`config.mk`:
```
export PLATFORM = sky130hd
export DESIGN_NAME = twos_comp_serial_flat
export DESIGN_NICKNAME = d
export VERILOG_FILES = /design/src/rtl/twos_comp_serial_pkg.sv /design/src/rtl/twos_comp_serial_if.sv /design/src/rtl/twos_comp_serial_slice.sv /design/src/rtl/twos_comp_serial.sv /design/src/flat_wrapper.sv
export SDC_FILE = /design/constraint.sdc
export NUM_CORES = 1
export LEC_CHECK = 0
export CAP_MARGIN = 20
export CORE_UTILIZATION = 46
export CTS_BUF_LIST = sky130_fd_sc_hd__clkbuf_8
export DETAILED_ROUTE_END_ITERATION = 10
export PLACE_DENSITY = 0.77
export RECOVER_POWER = 100
export SETUP_SLACK_MARGIN = 0.15
export SLEW_MARGIN = 20
export SYNTH_ARGS = -nofsm -noshare
export SYNTH_HDL_FRONTEND = slang
export SYNTH_SLANG_ARGS = --single-unit
```
`constraint.sdc`:
```
create_clock -name t_clk -period 1.3 [get_ports t_clk]
set_input_delay 0.195 -clock t_clk [delete_from_list [all_inputs] [get_ports t_clk]]
set_output_delay 0.195 -clock t_clk [all_outputs]
set_load 0.005 [all_outputs]
```
`src/rtl/twos_comp_serial_pkg.sv`:
```
// Package: twos_pkg
// Purpose: shared types, state codes and helpers for the serial two's-complement
//          engine and its slice.
//   tc_mode_e : operation select carried on in_mode (PASS / NEG / ABS / ONES)
//   IDLE/RUN/DONE : engine state codes
//   chunks()  : number of BPC-wide chunks that make up a WIDTH-bit word
package twos_pkg;

  typedef enum logic [1:0] {
    TC_PASS = 2'b00,
    TC_NEG  = 2'b01,
    TC_ABS  = 2'b10,
    TC_ONES = 2'b11
  } tc_mode_e;

  // Engine states, kept as plain 2-bit codes so they line up with older
  // blocks that compare raw state values.
  localparam logic [1:0] IDLE = 2'd0;
  localparam logic [1:0] RUN  = 2'd1;
  localparam logic [1:0] DONE = 2'd2;

  function automatic int chunks(input int width, input int bpc);
    return width / bpc;
  endfunction

endpackage

```
`src/rtl/twos_comp_serial_if.sv`:
```
// Interface: twos_comp_serial_if
// Purpose: operand and result handshakes of the serial two's-complement engine.
//   in_valid/in_ready/in_data/in_mode     : operand channel (producer -> engine)
//   out_valid/out_ready/out_data/out_ovf/out_zero : result channel (engine -> consumer)
//   master modport : the side that supplies operands and consumes results
//   slave modport  : the engine itself
interface twos_comp_serial_if #(
  parameter int WIDTH = 12
);

  logic             in_valid;
  logic             in_ready;
  logic [WIDTH-1:0] in_data;
  logic [1:0]       in_mode;
  logic             out_valid;
  logic             out_ready;
  logic [WIDTH-1:0] out_data;
  logic             out_ovf;
  logic             out_zero;

  modport master (
    output in_valid, in_data, in_mode, out_ready,
    input  in_ready, out_valid, out_data, out_ovf, out_zero
  );

  modport slave (
    input  in_valid, in_data, in_mode, out_ready,
    output in_ready, out_valid, out_data, out_ovf, out_zero
  );

endinterface

```
`src/rtl/twos_comp_serial_slice.sv`:
```
// Module: tc_slice
// Purpose: combinational BPC-bit slice of the two's-complement engine using the
//          copy-until-first-1-then-invert rule (no carry chain).
//   x        in  : operand chunk, bit 0 is the least significant
//   seen_in  in  : a 1 has already been seen in lower chunks
//   inv      in  : apply the negate rule (NEG, or ABS of a negative operand)
//   ones     in  : plain bitwise invert (ONES mode)
//   o        out : result chunk
//   seen_out out : seen flag handed to the next chunk
module tc_slice #(
  parameter int BPC = 1
) (
  input  logic [BPC-1:0] x,
  input  logic           seen_in,
  input  logic           inv,
  input  logic           ones,
  output logic [BPC-1:0] o,
  output logic           seen_out
);

  logic seenRun;

  // Walk the chunk LSB to MSB: bits are copied until the first 1 has gone
  // past, every later bit is inverted. The 1 itself is copied, which is why
  // the seen flag is updated only after the bit is produced.
  always_comb begin
    seenRun = seen_in;
    o       = '0;
    for (int i = 0; i < BPC; i++) begin
      if (ones) begin
        o[i] = ~x[i];
      end else if (inv && seenRun) begin
        o[i] = ~x[i];
      end else begin
        o[i] = x[i];
      end
      seenRun = seenRun | x[i];
    end
    seen_out = seenRun;
  end

endmodule

```
`src/rtl/twos_comp_serial.sv`:
```
// Module: twos_comp_serial
// Purpose: handshaked serial two's-complement engine. Takes a WIDTH-bit operand
//          and a mode, produces PASS / NEG / ABS / ONES results LSB-first, BPC
//          bits per cycle, and holds the result until it is accepted.
//   t_clk  in  : clock, rising edge
//   t_rst  in  : synchronous active-high reset, aborts any word in flight
//   bus    slave modport of twos_comp_serial_if (operand and result channels)
//   busy   out : engine is not idle
module twos_comp_serial
  import twos_pkg::*;
#(
  parameter int WIDTH = 12,
  parameter int BPC   = 1
) (
  input  logic                t_clk,
  input  logic                t_rst,
  twos_comp_serial_if.slave   bus,
  output logic                busy
);

  localparam int NCHUNK = chunks(WIDTH, BPC);
  localparam int CW     = (NCHUNK > 1) ? $clog2(NCHUNK) : 1;
  localparam logic [WIDTH-1:0] MOST_NEG = {1'b1, {(WIDTH-1){1'b0}}};

  // Reject geometries the slice/shift datapath cannot handle.
  generate
    if ((WIDTH < 2) || (BPC < 1) || ((WIDTH % BPC) != 0)) begin : g_bad_params
      $error("twos_comp_serial: WIDTH must be >= 2 and a multiple of BPC");
    end
  endgenerate

  logic [1:0]       state_q,   state_d;
  logic [CW-1:0]    count_q,   count_d;
  logic             seen_q,    seen_d;
  logic             inv_q,     inv_d;
  logic             ones_q,    ones_d;
  logic [WIDTH-1:0] operand_q, operand_d;
  logic [WIDTH-1:0] result_q,  result_d;
  logic             ovf_q,     ovf_d;
  logic             zero_q,    zero_d;

  tc_mode_e             modeIn;
  logic                 inReady;
  logic                 accept;
  logic                 lastChunk;
  logic [BPC-1:0]       sliceOut;
  logic                 sliceSeen;
  logic [WIDTH+BPC-1:0] shiftCat;
  logic [WIDTH-1:0]     resultShift;

  assign modeIn    = tc_mode_e'(bus.in_mode);
  assign inReady   = (state_q == IDLE) || ((state_q == DONE) && bus.out_ready);
  assign accept    = bus.in_valid && inReady;
  assign lastChunk = (count_q == CW'(NCHUNK - 1));

  tc_slice #(
    .BPC(BPC)
  ) u_slice (
    .x        (operand_q[BPC-1:0]),
    .seen_in  (seen_q),
    .inv      (inv_q),
    .ones     (ones_q),
    .o        (sliceOut),
    .seen_out (sliceSeen)
  );

  // New result bits enter at the top and everything moves down one chunk,
  // so after the last chunk the first-produced bits have reached bit 0.
  assign shiftCat    = {sliceOut, result_q};
  assign resultShift = shiftCat[WIDTH+BPC-1:BPC];

  // Next-state logic. The mode is kept only in decoded form (inv/ones);
  // the operand sign is consumed here at load, the only point where the
  // MSB is needed. Flags are computed from the finished result: with inv
  // set, only the most-negative operand maps onto 100..0.
  always_comb begin
    state_d   = state_q;
    count_d   = count_q;
    seen_d    = seen_q;
    inv_d     = inv_q;
    ones_d    = ones_q;
    operand_d = operand_q;
    result_d  = result_q;
    ovf_d     = ovf_q;
    zero_d    = zero_q;

    case (state_q)
      IDLE: begin
        if (accept) begin
          state_d = RUN;
        end
      end
      RUN: begin
        operand_d = operand_q >> BPC;
        result_d  = resultShift;
        seen_d    = sliceSeen;
        count_d   = count_q + 1'b1;
        if (lastChunk) begin
          state_d = DONE;
          count_d = '0;
          ovf_d   = inv_q && (resultShift == MOST_NEG);
          zero_d  = (resultShift == '0);
        end
      end
      DONE: begin
        if (bus.out_ready) begin
          state_d = accept ? RUN : IDLE;
        end
      end
      default: begin
        state_d = IDLE;
      end
    endcase

    if (accept) begin
      operand_d = bus.in_data;
      inv_d     = (modeIn == TC_NEG) || ((modeIn == TC_ABS) && bus.in_data[WIDTH-1]);
      ones_d    = (modeIn == TC_ONES);
      seen_d    = 1'b0;
      count_d   = '0;
      result_d  = '0;
      ovf_d     = 1'b0;
      zero_d    = 1'b0;
    end
  end

  // State registers; reset drops any word in flight without emitting it.
  always_ff @(posedge t_clk) begin
    if (t_rst) begin
      state_q   <= IDLE;
      count_q   <= '0;
      seen_q    <= 1'b0;
      inv_q     <= 1'b0;
      ones_q    <= 1'b0;
      operand_q <= '0;
      result_q  <= '0;
      ovf_q     <= 1'b0;
      zero_q    <= 1'b0;
    end else begin
      state_q   <= state_d;
      count_q   <= count_d;
      seen_q    <= seen_d;
      inv_q     <= inv_d;
      ones_q    <= ones_d;
      operand_q <= operand_d;
      result_q  <= result_d;
      ovf_q     <= ovf_d;
      zero_q    <= zero_d;
    end
  end

  assign bus.in_ready  = inReady;
  assign bus.out_valid = (state_q == DONE);
  assign bus.out_data  = result_q;
  assign bus.out_ovf   = ovf_q;
  assign bus.out_zero  = zero_q;
  assign busy          = (state_q != IDLE);

endmodule

```
`src/flat_wrapper.sv`:
```
// flat-port wrapper written by rule: the top's interface ports become plain ports
module twos_comp_serial_flat import twos_pkg::*;
#(
  parameter int WIDTH = 12,
  parameter int BPC   = 1
)
  (t_clk, t_rst, busy, bus_in_valid, bus_in_data, bus_in_mode, bus_out_ready, bus_in_ready, bus_out_valid, bus_out_data, bus_out_ovf, bus_out_zero);
  twos_comp_serial_if #(.WIDTH(WIDTH)) bus_i ();
  input  logic t_clk;
  input  logic t_rst;
  output logic busy;
  input wire logic [$bits(bus_i.in_valid)-1:0] bus_in_valid;
  input wire logic [$bits(bus_i.in_data)-1:0] bus_in_data;
  input wire logic [$bits(bus_i.in_mode)-1:0] bus_in_mode;
  input wire logic [$bits(bus_i.out_ready)-1:0] bus_out_ready;
  output wire logic [$bits(bus_i.in_ready)-1:0] bus_in_ready;
  output wire logic [$bits(bus_i.out_valid)-1:0] bus_out_valid;
  output wire logic [$bits(bus_i.out_data)-1:0] bus_out_data;
  output wire logic [$bits(bus_i.out_ovf)-1:0] bus_out_ovf;
  output wire logic [$bits(bus_i.out_zero)-1:0] bus_out_zero;
  assign bus_i.in_valid = bus_in_valid;
  assign bus_i.in_data = bus_in_data;
  assign bus_i.in_mode = bus_in_mode;
  assign bus_i.out_ready = bus_out_ready;
  assign bus_in_ready = bus_i.in_ready;
  assign bus_out_valid = bus_i.out_valid;
  assign bus_out_data = bus_i.out_data;
  assign bus_out_ovf = bus_i.out_ovf;
  assign bus_out_zero = bus_i.out_zero;
  twos_comp_serial #(.WIDTH(WIDTH), .BPC(BPC)) u_core (.t_clk(t_clk), .t_rst(t_rst), .bus(bus_i), .busy(busy));
endmodule
```
==> out/qor.csv, run 1 <==
metric,value,unit
outcome,finished with violations,
violations,setup timing,
switching_power,667,µW
ys_top_cells_by_area,"dfxtp_1 (45%), nand2_1 (13%), a311oi_2 (11%), a21oi_1 (6.1%), nor2_1 (4.6%)",
endpoint_kind,flip-flop,
numCtsBuffers,5,
clk_latency,300,ps
peakVddDrop,0.000618,V
ys_warn_count,0,
relSlewSlack,68.5,%
start_kind,flip-flop,
htree_levels,2,
fp.dieH,60.2,µm
die_area,3630,µm²
worstHoldPathType,input pin to flip-flop,
max_cap_viol_count,0,
grt_usage,27.8,%
avgSynthCellArea,8.57,µm²
drive_gt1_share,40.5,%
synth_top_area_cell,dfxtp_1,
ios,35,
r2r_slack,-90,ps
die_w,60.2,µm
period_share,107,%
post-dp-hpwl,2.56,mm
synthCells,182,
wire_per_inst,15.3,µm
cp_data_arrival_time,1600,ps
io_buffer_count,34,
crit_fanout,6,
rsz0062_at_grt,true,
rr_startpoint,u_core.state_q[1]$_SDFFE_PP0P_,
async_flop_share,0,%
stdcell_area,2420,µm²
place_area,2040,µm²
grt_max_degree,25,
clock_path_buffers,2,
n_antenna_cell,0,
power.density,1080,nW/µm²
skew,9.90,ps
startpoint,u_core.state_q[1]$_SDFFE_PP0P_,
power.switching_fraction,25.5,%
clock-sinks,35,
finalMaxSlewViolations,0,
synth_nets,201,
ys.flop_type,dfxtp_1,
ys_ff_latch,35,
hold_buffers,0,
p_comb_share,16.6,%
rows,20,
fmax,0.719,GHz
syn_area,1560,µm²
antenna_found_initial,0,
drtIter0Drc,51,
path_class,flip-flop to flip-flop,
setup_viol,31,
fin_ws,-90.7,ps
finalWirelength,4.37,mm
syn_to_final_growth,55.2,%
min_from,bus_out_ready,
grt_overflow,0,
finalCriticalPeriod,1390,ps
yosysMostFrequentCell,nand2_1,
place_ws,-475,ps
vias,1548,
finalHoldViolCount,0,
core-area,3130,µm²
viasPerCell,5.41,
grt_pass1_wl,7.16,mm
seqPwrFrac,43.9,%
gp_congestion,0.751,
cts_tree,built,
first_pass_iters,4,
intPower,1.95,mW
p_leak,0.936,nW
start_util,49.9,%
cts-root-buf,clkbuf_8,
synth_common_cells,"nand2_1 (52), dfxtp_1 (35), a21oi_1 (19), nor2_1 (19), a311oi_2 (11)",
yosysUniqueCellTypes,34,
clk_pin_slew,80,ps
p_clk_share,39.5,%
synth_top_area_share,44.9,%
worstMarginPinSlew,472,ps
layout.nets,260,
drtAntennaViolNets,0,
critical_path_required,1500,ps
yosysSeqAreaShare,44.9,%
grt_pass1_vias,1591,
drc,0,
synth_edf_count,0,
==> metal layers <==
layer | GRT usage (%) | share of wire [%] | vias up
met3 | 10.6 | 4.3 | 11
li1 | - | - | 748
met5 | 0 | 0 | -
met4 | 11.6 | 2.2 | 0
met2 | 44.9 | 50 | 38
met1 | 32.5 | 43 | 751
==> placed cells by master, fill, tap and decap left out, types with 2 or more instances in the layout <==
cell,count
a21oi_1,4
a21oi_2,15
a311oi_2,11
buf_2,2
buf_4,18
buf_6,7
clkbuf_8,6
clkdlybuf4s50_1,16
dfxtp_1,33
dfxtp_2,2
dlygate4sd2_1,15
nand2_1,47
nand2_2,5
nand2_8,2
nand2b_1,3
nand3_1,3
nand3b_1,2
nand4_1,2
nor2_1,7
nor2_2,12
nor4_1,2
xor2_1,2
==> power groups by stage <==
| stage | registers [mW] | logic, mW | clock network, mW |
|---|---|---|---|
| floorplan | 1.16 | 0.221 | 0 |
| global placement | 1.17 | 0.323 | 0 |
| detailed placement | 1.17 | 0.337 | 0 |
| CTS | 1.15 | 0.408 | 1.05 |
| global route | 1.15 | 0.465 | 1.11 |
| finish | 1.15 | 0.434 | 1.03 |
==> repair_timing <==
item	CTS	global route
setup buffers	10	0
cloned	3	2
endpoints found under the setup margin	52	38
pin swaps	17	1
gates resized for setup	80	1
==> through the flow <==
stage | total power [mW] | TNS [ps] | hold slack [ps] | utilization [%] | instances
finish | 2.62 | -1480 | 370 | 77.4 | 286
global route | 2.73 | -3340 | 393 | 77.4 | 286
CTS | 2.61 | -898 | 387 | 76.8 | 284
detailed placement | 1.51 | -13330 | 462 | 65.2 | 263
global placement | 1.49 | -12350 | 456 | 65.2 | 263
floorplan | 1.38 | -590 | 331 | - | 182
==> registers in the layout, indices dropped and copies added (netlist names) <==
name,count
u_core.operand_q,12
u_core.state_q,2
u_core.bus.out_zero,1
u_core.count_q,4
u_core.bus.out_data,12
u_core.bus.out_ovf,1
u_core.inv_q,1
u_core.ones_q,1
u_core.seen_q,1
==> path summary, 6_finish.rpt <==
path                                          to  cells after the start
max            u_core.operand_q[10]$_SDFFE_PP0P_                      6
max reg2reg    u_core.operand_q[10]$_SDFFE_PP0P_                      6
min               u_core.state_q[1]$_SDFFE_PP0P_                      3
min reg2reg  u_core.bus.out_data[0]$_SDFFE_PP0N_                      2
==> final cells by class <==
class,count,area (µm²)
Inverter,1,3.75
Fill cell,214,707
Multi-Input combinational cell,136,956
Timing Repair Buffer,62,586
Clock buffer,6,82.6
Sequential cell,35,703
Tap cell,44,55.1
Clock inverter,2,35.0
==> cell families (layout without fill, tap and decap cells) <==
| logic type | Yosys count | in the layout | synth area share (%) |
|---|---|---|---|
| AOI/OAI and AO/OA | 34 | 34 | 18.7 |
| DFF | 35 | 35 | 44.9 |
| adders and majority gates | 1 | 1 | 0.802 |
| muxes | 1 | 1 | 0.722 |
| and+or+nand+nor | 95 | 97 | 27.9 |
| xor gates and xnor gates | 3 | 3 | 1.68 |
| buffers and inverters | 13 | 71 | 5.29 |
==> critical path, cell delays in order (launching register included) <==
cell	delay (ps)
dfxtp_2	340
buf_6	110
buf_6	110
and2b_2	270
buf_6	150
nand2_2	50
a311oi_2	260
No activity file was read; power rests on OpenSTA's default activity.
==> run 2, diff against run 1 <==
--- a/config.mk
+++ b/config.mk
@@ -5,14 +5,13 @@
 export SDC_FILE = /design/constraint.sdc
 export NUM_CORES = 1
 export LEC_CHECK = 0
-export CAP_MARGIN = 20
+export CAP_MARGIN = 25
 export CORE_UTILIZATION = 46
 export CTS_BUF_LIST = sky130_fd_sc_hd__clkbuf_8
 export DETAILED_ROUTE_END_ITERATION = 10
 export PLACE_DENSITY = 0.77
 export RECOVER_POWER = 100
 export SETUP_SLACK_MARGIN = 0.15
-export SLEW_MARGIN = 20
 export SYNTH_ARGS = -nofsm -noshare
 export SYNTH_HDL_FRONTEND = slang
 export SYNTH_SLANG_ARGS = --single-unit
==> constraint.sdc (replaced) <==
create_clock -name t_clk -period 1.26 [get_ports t_clk]
set_input_delay 0.189 -clock t_clk [delete_from_list [all_inputs] [get_ports t_clk]]
set_output_delay 0.189 -clock t_clk [all_outputs]
set_load 0.005 [all_outputs]
==> run 2 against run 1 <==
  * The flow still finishes with violations (setup timing)
  * Non-clock buffer count shrank 3
  * Setup slack lost 16 ps
  * Die area is the same
  * Design area shrank 2.7%
  * Cell count shrank 1.4%
  * Register-to-register slack lost 20 ps
  * Clock-buffer cell count grew 1
  * Clock power shrank 13%
  * Fmax grew 1.7%
  * Sequential share of layout area grew 1.4 points
  * Critical path type unchanged
  * Critical endpoint is now u_core.bus.out_zero$_SDFFE_PP0P_
==> out/qor.csv, run 2 (synthesis results as in run 1) <==
metric,value,unit,change
fp.dieH,60.2,µm,unchanged
clock-sinks,35,,unchanged
critical_path_required,1490,ps,was 1500 ps
grt_pass1_wl,6.69,mm,was 7.16 mm
period_share,108,%,was 107%
drtIter0Drc,71,,was 51
post-dp-hpwl,2.60,mm,was 2.56 mm
worstHoldPathType,input pin to flip-flop,,unchanged
numCtsBuffers,5,,unchanged
drive_gt1_share,39.5,%,was 40.5%
skew,4.96,ps,was 9.90 ps
setup_viol,34,,was 31
place_area,2080,µm²,was 2040 µm²
rows,20,,unchanged
die_area,3630,µm²,unchanged
p_clk_share,36.1,%,was 39.5%
switching_power,648,µW,was 667 µW
max_cap_viol_count,0,,unchanged
finish.utilization,75.3,%,was 77.4%
final_common_cell,nand2_1,,unchanged
endpoint_kind,flip-flop,,unchanged
gp_congestion,0.784,,was 0.751
cts_tree,built,,unchanged
vias,1520,,was 1548
seqPwrFrac,47.4,%,was 43.9%
crit_fanout,3,,was 6
ios,35,,unchanged
layout.nets,256,,was 260
final_cell_mix,"nand2_1 (51), dfxtp_1 (26), buf_4 (21), clkdlybuf4s50_1 (16)",,"was nand2_1 (47), dfxtp_1 (33), buf_4 (18), clkdlybuf4s50_1 (16)"
n_antenna_cell,0,,unchanged
final_cells,282,,was 286
violations,setup timing,,unchanged
grt_max_degree,25,,unchanged
power.switching_fraction,26.1,%,was 25.5%
relSlewSlack,74.6,%,was 68.5%
grt_pass1_vias,1445,,was 1591
p_leak,0.895,nW,was 0.936 nW
die_w,60.2,µm,unchanged
io_buffer_count,34,,unchanged
peakVddDrop,0.000928,V,was 0.000618 V
core-area,3130,µm²,unchanged
clock_path_buffers,2,,unchanged
fillCellCount,223,,was 214
path_class,flip-flop to flip-flop,,unchanged
drc,0,,unchanged
rsz0062_at_grt,true,,unchanged
worstMarginPinSlew,381,ps,was 472 ps
cp_data_arrival_time,1600,ps,about the same
dp_cells,265,,was 263
clk_pin_slew,70,ps,was 80 ps
syn_to_final_growth,50.9,%,was 55.2%
finalMaxSlewViolations,0,,unchanged
fin_ws,-107,ps,was -90.7 ps
stdcell_area,2350,µm²,was 2420 µm²
first_pass_iters,4,,unchanged
start_util,49.9,%,unchanged
grt_overflow,0,,unchanged
place_ws,-498,ps,was -475 ps
finalHoldViolCount,0,,unchanged
outcome,finished with violations,,unchanged
finalWirelength,4.39,mm,was 4.37 mm
viasPerCell,5.39,,was 5.41
grt_usage,26.0,%,was 27.8%
p_comb_share,16.5,%,was 16.6%
power.density,1060,nW/µm²,was 1080 nW/µm²
drtAntennaViolNets,0,,unchanged
wire_per_inst,15.6,µm,was 15.3 µm
antenna_found_initial,0,,unchanged
intPower,1.84,mW,was 1.95 mW
htree_levels,2,,unchanged
fmax,0.732,GHz,was 0.719 GHz
start_kind,flip-flop,,unchanged
finalCriticalPeriod,1370,ps,was 1390 ps
cts-root-buf,clkbuf_8,,unchanged
clk_latency,290,ps,was 300 ps
run 2: final timing paths:
check	cells after the start	end	slack, ps	startpoint
hold reg to reg	2	u_core.bus.out_data[0]$_SDFFE_PP0N_	480	u_core.bus.out_data[0]$_SDFFE_PP0N_
setup reg to reg	5	u_core.bus.out_zero$_SDFFE_PP0P_	-110	u_core.bus.out_data[9]$_SDFFE_PP0N_
hold / removal	3	u_core.state_q[1]$_SDFFE_PP0P_	390	bus_out_ready
setup / recovery	5	u_core.bus.out_zero$_SDFFE_PP0P_	-110	u_core.bus.out_data[9]$_SDFFE_PP0N_
run 2: worst max-delay path, stage by stage, from the launching register on:
cell and delay, ps:
dfxtp_1 320, buf_4 150, nor4_2 340, nand4_1 210, a2bb2oi_1 180, nor2_1 110
run 2: per-stage QoR:
step                      TNS (ps)  total power, mW  hold slack, ps
after detailed placement    -15270             1.57             469
final                        -1740             2.49             388
after floorplan              -1590             1.43             325
after CTS                    -1460             2.47             371
after global routing         -3140             2.60             380
after global placement      -14260             1.56             457
run 2: repair_timing:
item                                    in CTS  in global routing
endpoints found under the setup margin      52                 42
hold buffers                                 0                  0
setup buffers                                7                  1
gates cloned                                 1                  0
gates resized for setup                     57                 16
pin swaps                                    4                  2
run 2: area by class of cell:
type | instances | area, µm² | area share, %
clock buffers | 7 | 96.3 | 4.09
inverters | 1 | 3.75 | 0.159
multi-input cells | 135 | 938 | 39.9
clock inverters | 1 | 3.75 | 0.159
flip-flops and latches | 35 | 717 | 30.4
repair buffers | 59 | 541 | 23.0
well taps | 44 | 55.1 | 2.34
run 2: layer usage:
layer / GRT usage [%] / routed length [µm] / vias up
met5: 0 / 0 / -
met4: 9.97 / 80 / 0
met3: 8.44 / 201 / 6
met2: 42.9 / 2310 / 41
met1: 31.0 / 1800 / 743
li1: - / - / 730
run 2: power by group through the flow:
stage | combinational [mW] | sequential, mW | clock, mW
final | 0.409 | 1.18 | 0.898
after global routing | 0.441 | 1.18 | 0.978
after CTS | 0.398 | 1.18 | 0.895
after detailed placement | 0.370 | 1.20 | 0
after global placement | 0.357 | 1.20 | 0
after floorplan | 0.228 | 1.20 | 0
